$ cat src/rtl/tile_accum_binarize.sv
// Accumulates TILE_CNT partial vectors per output, then emits saturated and binarized results.
// Optional saturation tracking (sat_flag, sat_cnt) is built when TILE_ACCUM_SAT_FLAG_EN is defined.
module tile_accum_binarize #(
  parameter int OUT_DIM  = 4,
  parameter int BIT_CNT  = 8,
  parameter int TILE_CNT = 4,
  parameter int ACC_W    = BIT_CNT + $clog2(TILE_CNT) + 1
) (
  input  logic                              clk,
  input  logic                              rst_n,
  input  logic                              clear,
  input  logic                              in_valid,
  output logic                              in_ready,
  input  logic [OUT_DIM-1:0][BIT_CNT-1:0]   in_data,
  input  logic [OUT_DIM-1:0][ACC_W-1:0]     thresh,
  output logic                              out_valid,
  input  logic                              out_ready,
  output logic [OUT_DIM-1:0][BIT_CNT-1:0]   out_sat,
  output logic [OUT_DIM-1:0]                out_bin
`ifdef TILE_ACCUM_SAT_FLAG_EN
  ,
  output logic [OUT_DIM-1:0]                sat_flag,
  output logic [15:0]                       sat_cnt
`endif
);

  // state | meaning
  // ACCUM | accepting tiles, summing into acc
  // EMIT  | result held on out_sat/out_bin until consumer handshake
  typedef enum logic {ACCUM, EMIT} state_t;

  localparam int CNT_W = (TILE_CNT > 1) ? $clog2(TILE_CNT) : 1;
  localparam logic [CNT_W-1:0] LAST_TILE = CNT_W'(TILE_CNT - 1);
  localparam logic signed [ACC_W-1:0] SAT_MAX = {{(ACC_W-BIT_CNT+1){1'b0}}, {(BIT_CNT-1){1'b1}}};
  localparam logic signed [ACC_W-1:0] SAT_MIN = {{(ACC_W-BIT_CNT+1){1'b1}}, {(BIT_CNT-1){1'b0}}};

  state_t                           state;
  logic [CNT_W-1:0]                 tile_cnt;
  logic signed [ACC_W-1:0]          acc [OUT_DIM];
  logic signed [ACC_W-1:0]          sum [OUT_DIM];
  logic [OUT_DIM-1:0][BIT_CNT-1:0]  sat_nxt;
  logic [OUT_DIM-1:0]               bin_nxt;
  logic [OUT_DIM-1:0]               hi_clip;
  logic [OUT_DIM-1:0]               lo_clip;
  logic                             accept;
  logic                             last_tile;

  assign accept    = in_valid && in_ready && (state == ACCUM);
  assign last_tile = (tile_cnt == LAST_TILE);

  // Final sum includes the tile being accepted this cycle
  always_comb begin
    for (int i = 0; i < OUT_DIM; i++) begin
      sum[i]     = acc[i] + $signed({{(ACC_W-BIT_CNT){in_data[i][BIT_CNT-1]}}, in_data[i]});
      hi_clip[i] = (sum[i] > SAT_MAX);
      lo_clip[i] = (sum[i] < SAT_MIN);
      if (hi_clip[i])
        sat_nxt[i] = SAT_MAX[BIT_CNT-1:0];
      else if (lo_clip[i])
        sat_nxt[i] = SAT_MIN[BIT_CNT-1:0];
      else
        sat_nxt[i] = sum[i][BIT_CNT-1:0];
      bin_nxt[i] = (sum[i] >= $signed(thresh[i]));
    end
  end

`ifdef TILE_ACCUM_SAT_FLAG_EN
  logic [15:0] flag_cnt;

  always_comb begin
    flag_cnt = '0;
    for (int i = 0; i < OUT_DIM; i++)
      flag_cnt = flag_cnt + 16'(sat_flag[i]);
  end

  always_ff @(posedge clk or negedge rst_n) begin
    if (!rst_n) begin
      sat_flag <= '0;
      sat_cnt  <= '0;
    end else if (clear) begin
      sat_cnt <= '0;
    end else if (accept && last_tile) begin
      sat_flag <= hi_clip | lo_clip;
    end else if (state == EMIT && out_ready) begin
      sat_cnt <= sat_cnt + flag_cnt;
    end
  end
`endif

  always_ff @(posedge clk or negedge rst_n) begin
    if (!rst_n) begin
      state     <= ACCUM;
      tile_cnt  <= '0;
      in_ready  <= 1'b0;
      out_valid <= 1'b0;
      out_sat   <= '0;
      out_bin   <= '0;
      for (int i = 0; i < OUT_DIM; i++) acc[i] <= '0;
    end else if (clear) begin
      state     <= ACCUM;
      tile_cnt  <= '0;
      in_ready  <= 1'b1;
      out_valid <= 1'b0;
      for (int i = 0; i < OUT_DIM; i++) acc[i] <= '0;
    end else begin
      case (state)
        ACCUM: begin
          in_ready <= 1'b1;
          if (accept) begin
            for (int i = 0; i < OUT_DIM; i++) acc[i] <= sum[i];
            if (last_tile) begin
              tile_cnt  <= '0;
              out_sat   <= sat_nxt;
              out_bin   <= bin_nxt;
              out_valid <= 1'b1;
              in_ready  <= 1'b0;
              state     <= EMIT;
            end else begin
              tile_cnt <= tile_cnt + 1'b1;
            end
          end
        end
        EMIT: begin
          if (out_ready) begin
            for (int i = 0; i < OUT_DIM; i++) acc[i] <= '0;
            out_valid <= 1'b0;
            in_ready  <= 1'b1;
            state     <= ACCUM;
          end
        end
        default: state <= ACCUM;
      endcase
    end
  end

endmodule

$ cat config.mk
export PLATFORM = sky130hd
export DESIGN_NAME = tile_accum_binarize
export DESIGN_NICKNAME = d
export VERILOG_FILES = /design/src/rtl/tile_accum_binarize.sv
export SDC_FILE = /design/constraint.sdc
export NUM_CORES = 1
export LEC_CHECK = 0
export ABC_AREA = 1
export CORE_AREA = 5 5 117 147
export CTS_CLUSTER_SIZE = 14
export DETAILED_ROUTE_END_ITERATION = 12
export DIE_AREA = 0 0 122 152
export MAX_ROUTING_LAYER = met4
export PLACE_DENSITY_LB_ADDON = 0.2
export SLEW_MARGIN = 20
export SYNTH_ARGS = -nofsm -noshare
export SYNTH_HDL_FRONTEND = slang
export SYNTH_SLANG_ARGS = --single-unit
$ cat constraint.sdc
create_clock -name clk -period 5.25 [get_ports clk]
set_input_delay 1.05 -clock clk [delete_from_list [all_inputs] [get_ports clk]]
set_output_delay 1.05 -clock clk [all_outputs]
set_load 0.02 [all_outputs]
Word level (Yosys, flattened, before mapping)
Index checks and enable logic that the tools add are counted.
{ "totals": {"output_inout_bits": 38, "wordCells": 75, "in_bits": 81, "ff_bits": 85} }
{ "classes": {"magnitude_cmp": 12, "n_mux": 31, "n_reduce_logical": 7, "add_sub_neg": 5, "n_eq_ne": 5, "n_bitwise": 2} }
{ "op_table": {"columns": ["cell", "n"], "rows": [
  ["$mux W44", 3],
  ["$pmux W44 S2", 1],
  ["$mux W8", 8],
  ["$add A11 B8 Y11", 4],
  ["$ge A11 B11 Y1", 4],
  ["$gt A11 B8 Y1 const B", 4],
  ["$lt A11 B8 Y1 const B", 4],
  ["$mux W1", 12],
  ["$ne A3 B3 Y1 const B", 3],
  ["$mux W2", 4],
  ["$pmux W1 S2", 3],
  ["$reduce_and A2 Y1", 2],
  ["$reduce_and A4 Y1", 1],
  ["$reduce_and A3 Y1", 1],
  ["$add A2 B1 Y2 const B", 1],
  ["$eq A2 B2 Y1 const B", 1],
  ["$logic_and A1 B1 Y1", 2],
  ["$ne A2 B2 Y1 const B", 1],
  ["$not A1 Y1", 2],
  ["$reduce_bool A2 Y1", 1]
]} }

Logic depth before layout (Yosys ltp)
{ "logic_depth": {"word_depth": 5, "depth_mapped": 22, "mapped_depth_nobuf": 22} }

Least setup slack after synthesis
OpenSTA, ideal clock, no wires.
{ "synth_timing": {"path_type": "input to register", "from": "input port in_data[0] (netlist name)", "to": "register out_bin[0]", "path_stages": 22, "setup_ns": 0.116, "n_path_buf": 0, "setup_slack_ns": 1.947, "arrival_ns": 3.187, "required_ns": 5.134, "path_cell_list": "ha_1 > fa_1 > nand3_1 > nand2_1 > nand3_1 > nand2_1 > xor2_1 > ha_1 > nand2_1 > inv_1 > a21oi_1 > nand2_1 > nand2_1 > nand2_1 > nor2_1 > nand2_1 > nand3_1 > nand2_1 > inv_1 > nand2_1 > nand2_1 > nand2_1"} }
{ "synth_via": {"elab_chain_len": 2} }
{ "synth_lines": {"columns": ["element", "line", "text"], "rows": [
  ["start: declaration", "14", "input logic [OUT_DIM-1:0][BIT_CNT-1:0] in_data,"],
  ["$add A11 B8 Y11", "54", "sum[i] = acc[i] + $signed({{(ACC_W-BIT_CNT){in_data[i][BIT_CNT-1]}}, in_data[i]});"],
  ["$ge A11 B11 Y1", "63", "bin_nxt[i] = (sum[i] >= $signed(thresh[i]));"],
  ["end signal: assignment", "114", "out_bin <= bin_nxt;"],
  ["end: declaration", "19", "output logic [OUT_DIM-1:0] out_bin"]
]} }
No other way between the ends.
A chain may end at the register's enable or synchronous reset.

Final worst setup path
Same ends and word-level chain as after synthesis.

==> load_flow_metrics.sql <==
INSERT INTO impl_metrics (metric_group, metric, value, unit) VALUES
('min_path', 'hold-path-cell-count', '2', ''),
('worst_setup_path', 'critical_path_endpoint_category', 'flip-flop', ''),
('synthesis', 'synth_top_cell_by_area', 'sky130_fd_sc_hd__dfrtp_1', ''),
('clock_network', 'tritoncts_num_sinks', '85', ''),
('synthesis', 'sequential_fraction_of_the_synthesis_area', '31.6', '%'),
('clock_network', 'ctsLongestPathBuffers', '2', ''),
('worst_setup_path', 'worstSetupStartpointType', 'input pin', ''),
('route', 'dr_total_vias', '6202', ''),
('finish', 'finalNonFillerCells', '1237', ''),
('clock_network', 'cts_htree_levels', '3', ''),
('floorplan', 'pin_count', '119', ''),
('sta', 'final_period_minus_worst_setup_slack', '3.68', 'ns'),
('worst_setup_path', 'critical_path.max_fanout', '4', ''),
('clock_network', 'cts_resized', '0', ''),
('synthesis', 'async_flop_share', '100', '%'),
('sta', 'max_slew.worst_pin.slew', '1.07', 'ns'),
('min_path', 'timing.hold.worst.class', 'reg -> reg', ''),
('global_route', 'grt_antenna_before_repair', '0', ''),
('sta', 'worst_slew_margin_rel', '28.6', '%'),
('route', 'routed_wire_length_per_instance', '14.4', 'µm'),
('synthesis', 'synth.ff_latch_count', '85', ''),
('synthesis', 'post_synth_inst_count', '900', ''),
('synthesis', 'share_of_cell_area_taken_by_muxes_after_synthesis', '0', '%'),
('synthesis', 'ys_dominant_reg_cell', 'sky130_fd_sc_hd__dfrtp_1', ''),
('placement', 'gp_congestion', '0.878', ''),
('worst_setup_path', 'timing.rr.start', 'acc[33]', ''),
('synthesis', 'synthTopCellsByCount', '239 x sky130_fd_sc_hd__nand2_1, 103 x sky130_fd_sc_hd__inv_1, 85 x sky130_fd_sc_hd__dfrtp_1, 77 x sky130_fd_sc_hd__ha_1, 71 x sky130_fd_sc_hd__nand3_1', ''),
('sta', 'final-setup-viol-count', '0', ''),
('worst_setup_path', 'r2r-end', 'out_bin[0]', ''),
('finish', 'num-fill-cells', '1573', ''),
('sta', 'fmax', '0.272', 'GHz'),
('synthesis', 'yosys.area_share.adder', '15.5', '%'),
('floorplan', 'coreArea', '15800', 'µm²'),
('clock_network', 'cts.reportedPaths.clkPinSlew', '0.06', 'ns'),
('synthesis', 'synthXorXnorAreaFrac', '3.13', '%'),
('worst_setup_path', 'worst-r2r-setup-slack', '2.32', 'ns'),
('sta', 'final_critical_path_setup_slack', '1.57', 'ns'),
('global_route', 'vias_in_the_first_global_route', '6323', ''),
('synthesis', 'synthDistinctLibCells', '41', ''),
('floorplan', 'initial_core_util', '42.5', '%'),
('synthesis', 'post_synth_edffs', '0', ''),
('finish', 'finish.net_count', '1179', ''),
('sta', 'worst_clock_skew', '0.00820', 'ns'),
('sta', 'layout_worst_path_cycle_share', '70.1', '%'),
('worst_setup_path', 'worst-endpoint-arrival', '3.92', 'ns'),
('synthesis', 'main_combinational_cell_family_by_area_after_synthesis', 'simple AND/OR/NAND/NOR gates', ''),
('job', 'maxCapViolCount', '0', ''),
('sta', 'grt_setup_unrepaired', 'false', ''),
('floorplan', 'die_h', '152', 'µm'),
('worst_setup_path', 'worstRegToRegCells', '20', ''),
('route', 'drcViolationCount', '0', ''),
('placement', 'io_buffer_count', '118', ''),
('synthesis', 'synth_simple_gate_area_share', '28.1', '%'),
('floorplan', 'core.rowCount', '52', ''),
('finish', 'ff_latch_area', '2130', 'µm²'),
('status', 'outcome', 'finished, final reports clean', ''),
('global_route', 'global_route.overflow_total', '0', ''),
('global_route', 'grt_max_degree', '44', ''),
('placement', 'dp_worst_setup_slack', '1.24', 'ns'),
('finish', 'antenna_cells', '0', ''),
('synthesis', 'post_synth_main_area_contributors', 'sky130_fd_sc_hd__dfrtp_1 32%, sky130_fd_sc_hd__ha_1 14%, sky130_fd_sc_hd__nand2_1 13%', ''),
('synthesis', 'post-synth-top-count-cell', 'sky130_fd_sc_hd__nand2_1', ''),
('placement', 'dp_hpwl', '13500', 'µm'),
('clock_network', 'number_of_setup_buffers_added_after_cts', '0', ''),
('synthesis', 'syn_nets', '1062', ''),
('clock_network', 'tritoncts_clock_tree', 'built', ''),
('synthesis', 'post_synth.cell_area_avg', '7.47', 'µm²'),
('global_route', 'first_pass_grt_wire_length', '30000', 'µm'),
('power_and_ir_drop', 'vdd.ir_drop.worst', '0.175', 'mV'),
('finish', 'final_util', '53.4', '%'),
('synthesis', 'synth_compound_gate_area_share', '14.2', '%');
cell families after synthesis:
group | count (synthesis)
buffers and inverters | 130
AOI/OAI and AO/OA | 149
and+or+nand+nor | 431
xor gates and xnor gates | 24
adders and majority gates | 81
DFF | 85
routing by layer:
metal  part of all wire, %  track usage (%)
met5                     0                -
met4                   1.7             6.67
met3                   3.4             2.53
met2                    51             35.9
met1                    44             24.5
state kept, by name, indices dropped and copies added (netlist names):
signal	flops
acc	44
out_sat	32
out_bin	4
tile_cnt	2
in_ready	1
out_valid	1
state	1
power breakdown:
group | internal [mW] | switching, mW
Sequential | 0.813 | 0.0878
Clock | 0.394 | 0.272
Combinational | 0.663 | 0.878
Total | 1.87 | 1.24
critical path: stages:
cell and delay [ns]:
sky130_fd_sc_hd__clkdlybuf4s50_1 0.41, sky130_fd_sc_hd__ha_1 0.26, sky130_fd_sc_hd__fa_1 0.44, sky130_fd_sc_hd__nand3_1 0.11, sky130_fd_sc_hd__nand2_1 0.09, sky130_fd_sc_hd__xor2_1 0.34
sky130_fd_sc_hd__ha_1 0.32, sky130_fd_sc_hd__nand2_1 0.07, sky130_fd_sc_hd__nand2_1 0.04, sky130_fd_sc_hd__a21oi_1 0.12, sky130_fd_sc_hd__nand2_1 0.06, sky130_fd_sc_hd__nand2_1 0.05
sky130_fd_sc_hd__nand2_1 0.04, sky130_fd_sc_hd__nor2_1 0.12, sky130_fd_sc_hd__nand2_1 0.08, sky130_fd_sc_hd__nand3_1 0.08, sky130_fd_sc_hd__nand2_1 0.05, sky130_fd_sc_hd__inv_1 0.04
sky130_fd_sc_hd__nand2_1 0.04, sky130_fd_sc_hd__nand2_1 0.05, sky130_fd_sc_hd__nand2_1 0.05
layout make-up:
type,instances,share of cell area (%)
clock buffer,14,3.13
clock inverter,1,0.356
inverter,114,5.10
multi-input combinational,685,48.7
sequential,85,25.2
tap,216,3.20
timing repair buffer,122,14.3
through the flow:
step	hold WS [ns]	area, µm²	total power [mW]
finish	0.481	8440	3.11
global placement	0.466	8140	2.44
detailed placement	0.464	8140	2.46
global route	0.512	8440	3.38
CTS	0.486	8440	3.14
floorplan	0.482	6730	1.92
placed cells by master, fill, tap and decap left out, types with 2 or more instances in the layout:
master and n:
sky130_fd_sc_hd__ha_1 77, sky130_fd_sc_hd__clkdlybuf4s50_1 117, sky130_fd_sc_hd__nor2_2 2, sky130_fd_sc_hd__nand2_2 10
sky130_fd_sc_hd__nand2_4 2, sky130_fd_sc_hd__buf_4 5, sky130_fd_sc_hd__a21oi_4 3, sky130_fd_sc_hd__a21oi_1 42
sky130_fd_sc_hd__o21bai_1 5, sky130_fd_sc_hd__a21oi_2 9, sky130_fd_sc_hd__nand4_1 10, sky130_fd_sc_hd__a32o_1 17
sky130_fd_sc_hd__inv_1 103, sky130_fd_sc_hd__a21boi_1 14, sky130_fd_sc_hd__fa_1 4, sky130_fd_sc_hd__nor3_2 2
sky130_fd_sc_hd__clkbuf_1 3, sky130_fd_sc_hd__a31oi_1 3, sky130_fd_sc_hd__o21ai_1 11, sky130_fd_sc_hd__nand2_1 239
sky130_fd_sc_hd__inv_2 10, sky130_fd_sc_hd__or2_1 3, sky130_fd_sc_hd__or2_2 19, sky130_fd_sc_hd__or2_0 2
sky130_fd_sc_hd__clkbuf_16 9, sky130_fd_sc_hd__dfrtp_1 85, sky130_fd_sc_hd__nand3b_1 5, sky130_fd_sc_hd__nand3_1 71
sky130_fd_sc_hd__nor2_1 59, sky130_fd_sc_hd__a21o_1 2, sky130_fd_sc_hd__xor2_1 13, sky130_fd_sc_hd__o21ai_0 40
sky130_fd_sc_hd__xnor2_1 11, sky130_fd_sc_hd__nor3_1 4, sky130_fd_sc_hd__clkbuf_8 2
worst max-delay path by stage:
stage,start,endpoint,slack (ns)
2_1_floorplan,in_data[0],out_bin[0],1.95
3_3_place_gp,in_data[0],out_bin[0],1.32
3_5_place_dp,in_data[0],out_bin[0],1.24
4_1_cts,in_data[0],out_bin[0],1.60
5_1_grt,in_data[4],out_bin[0],1.30
6_report,in_data[0],out_bin[0],1.57
(Power assumes the default switching activity.)
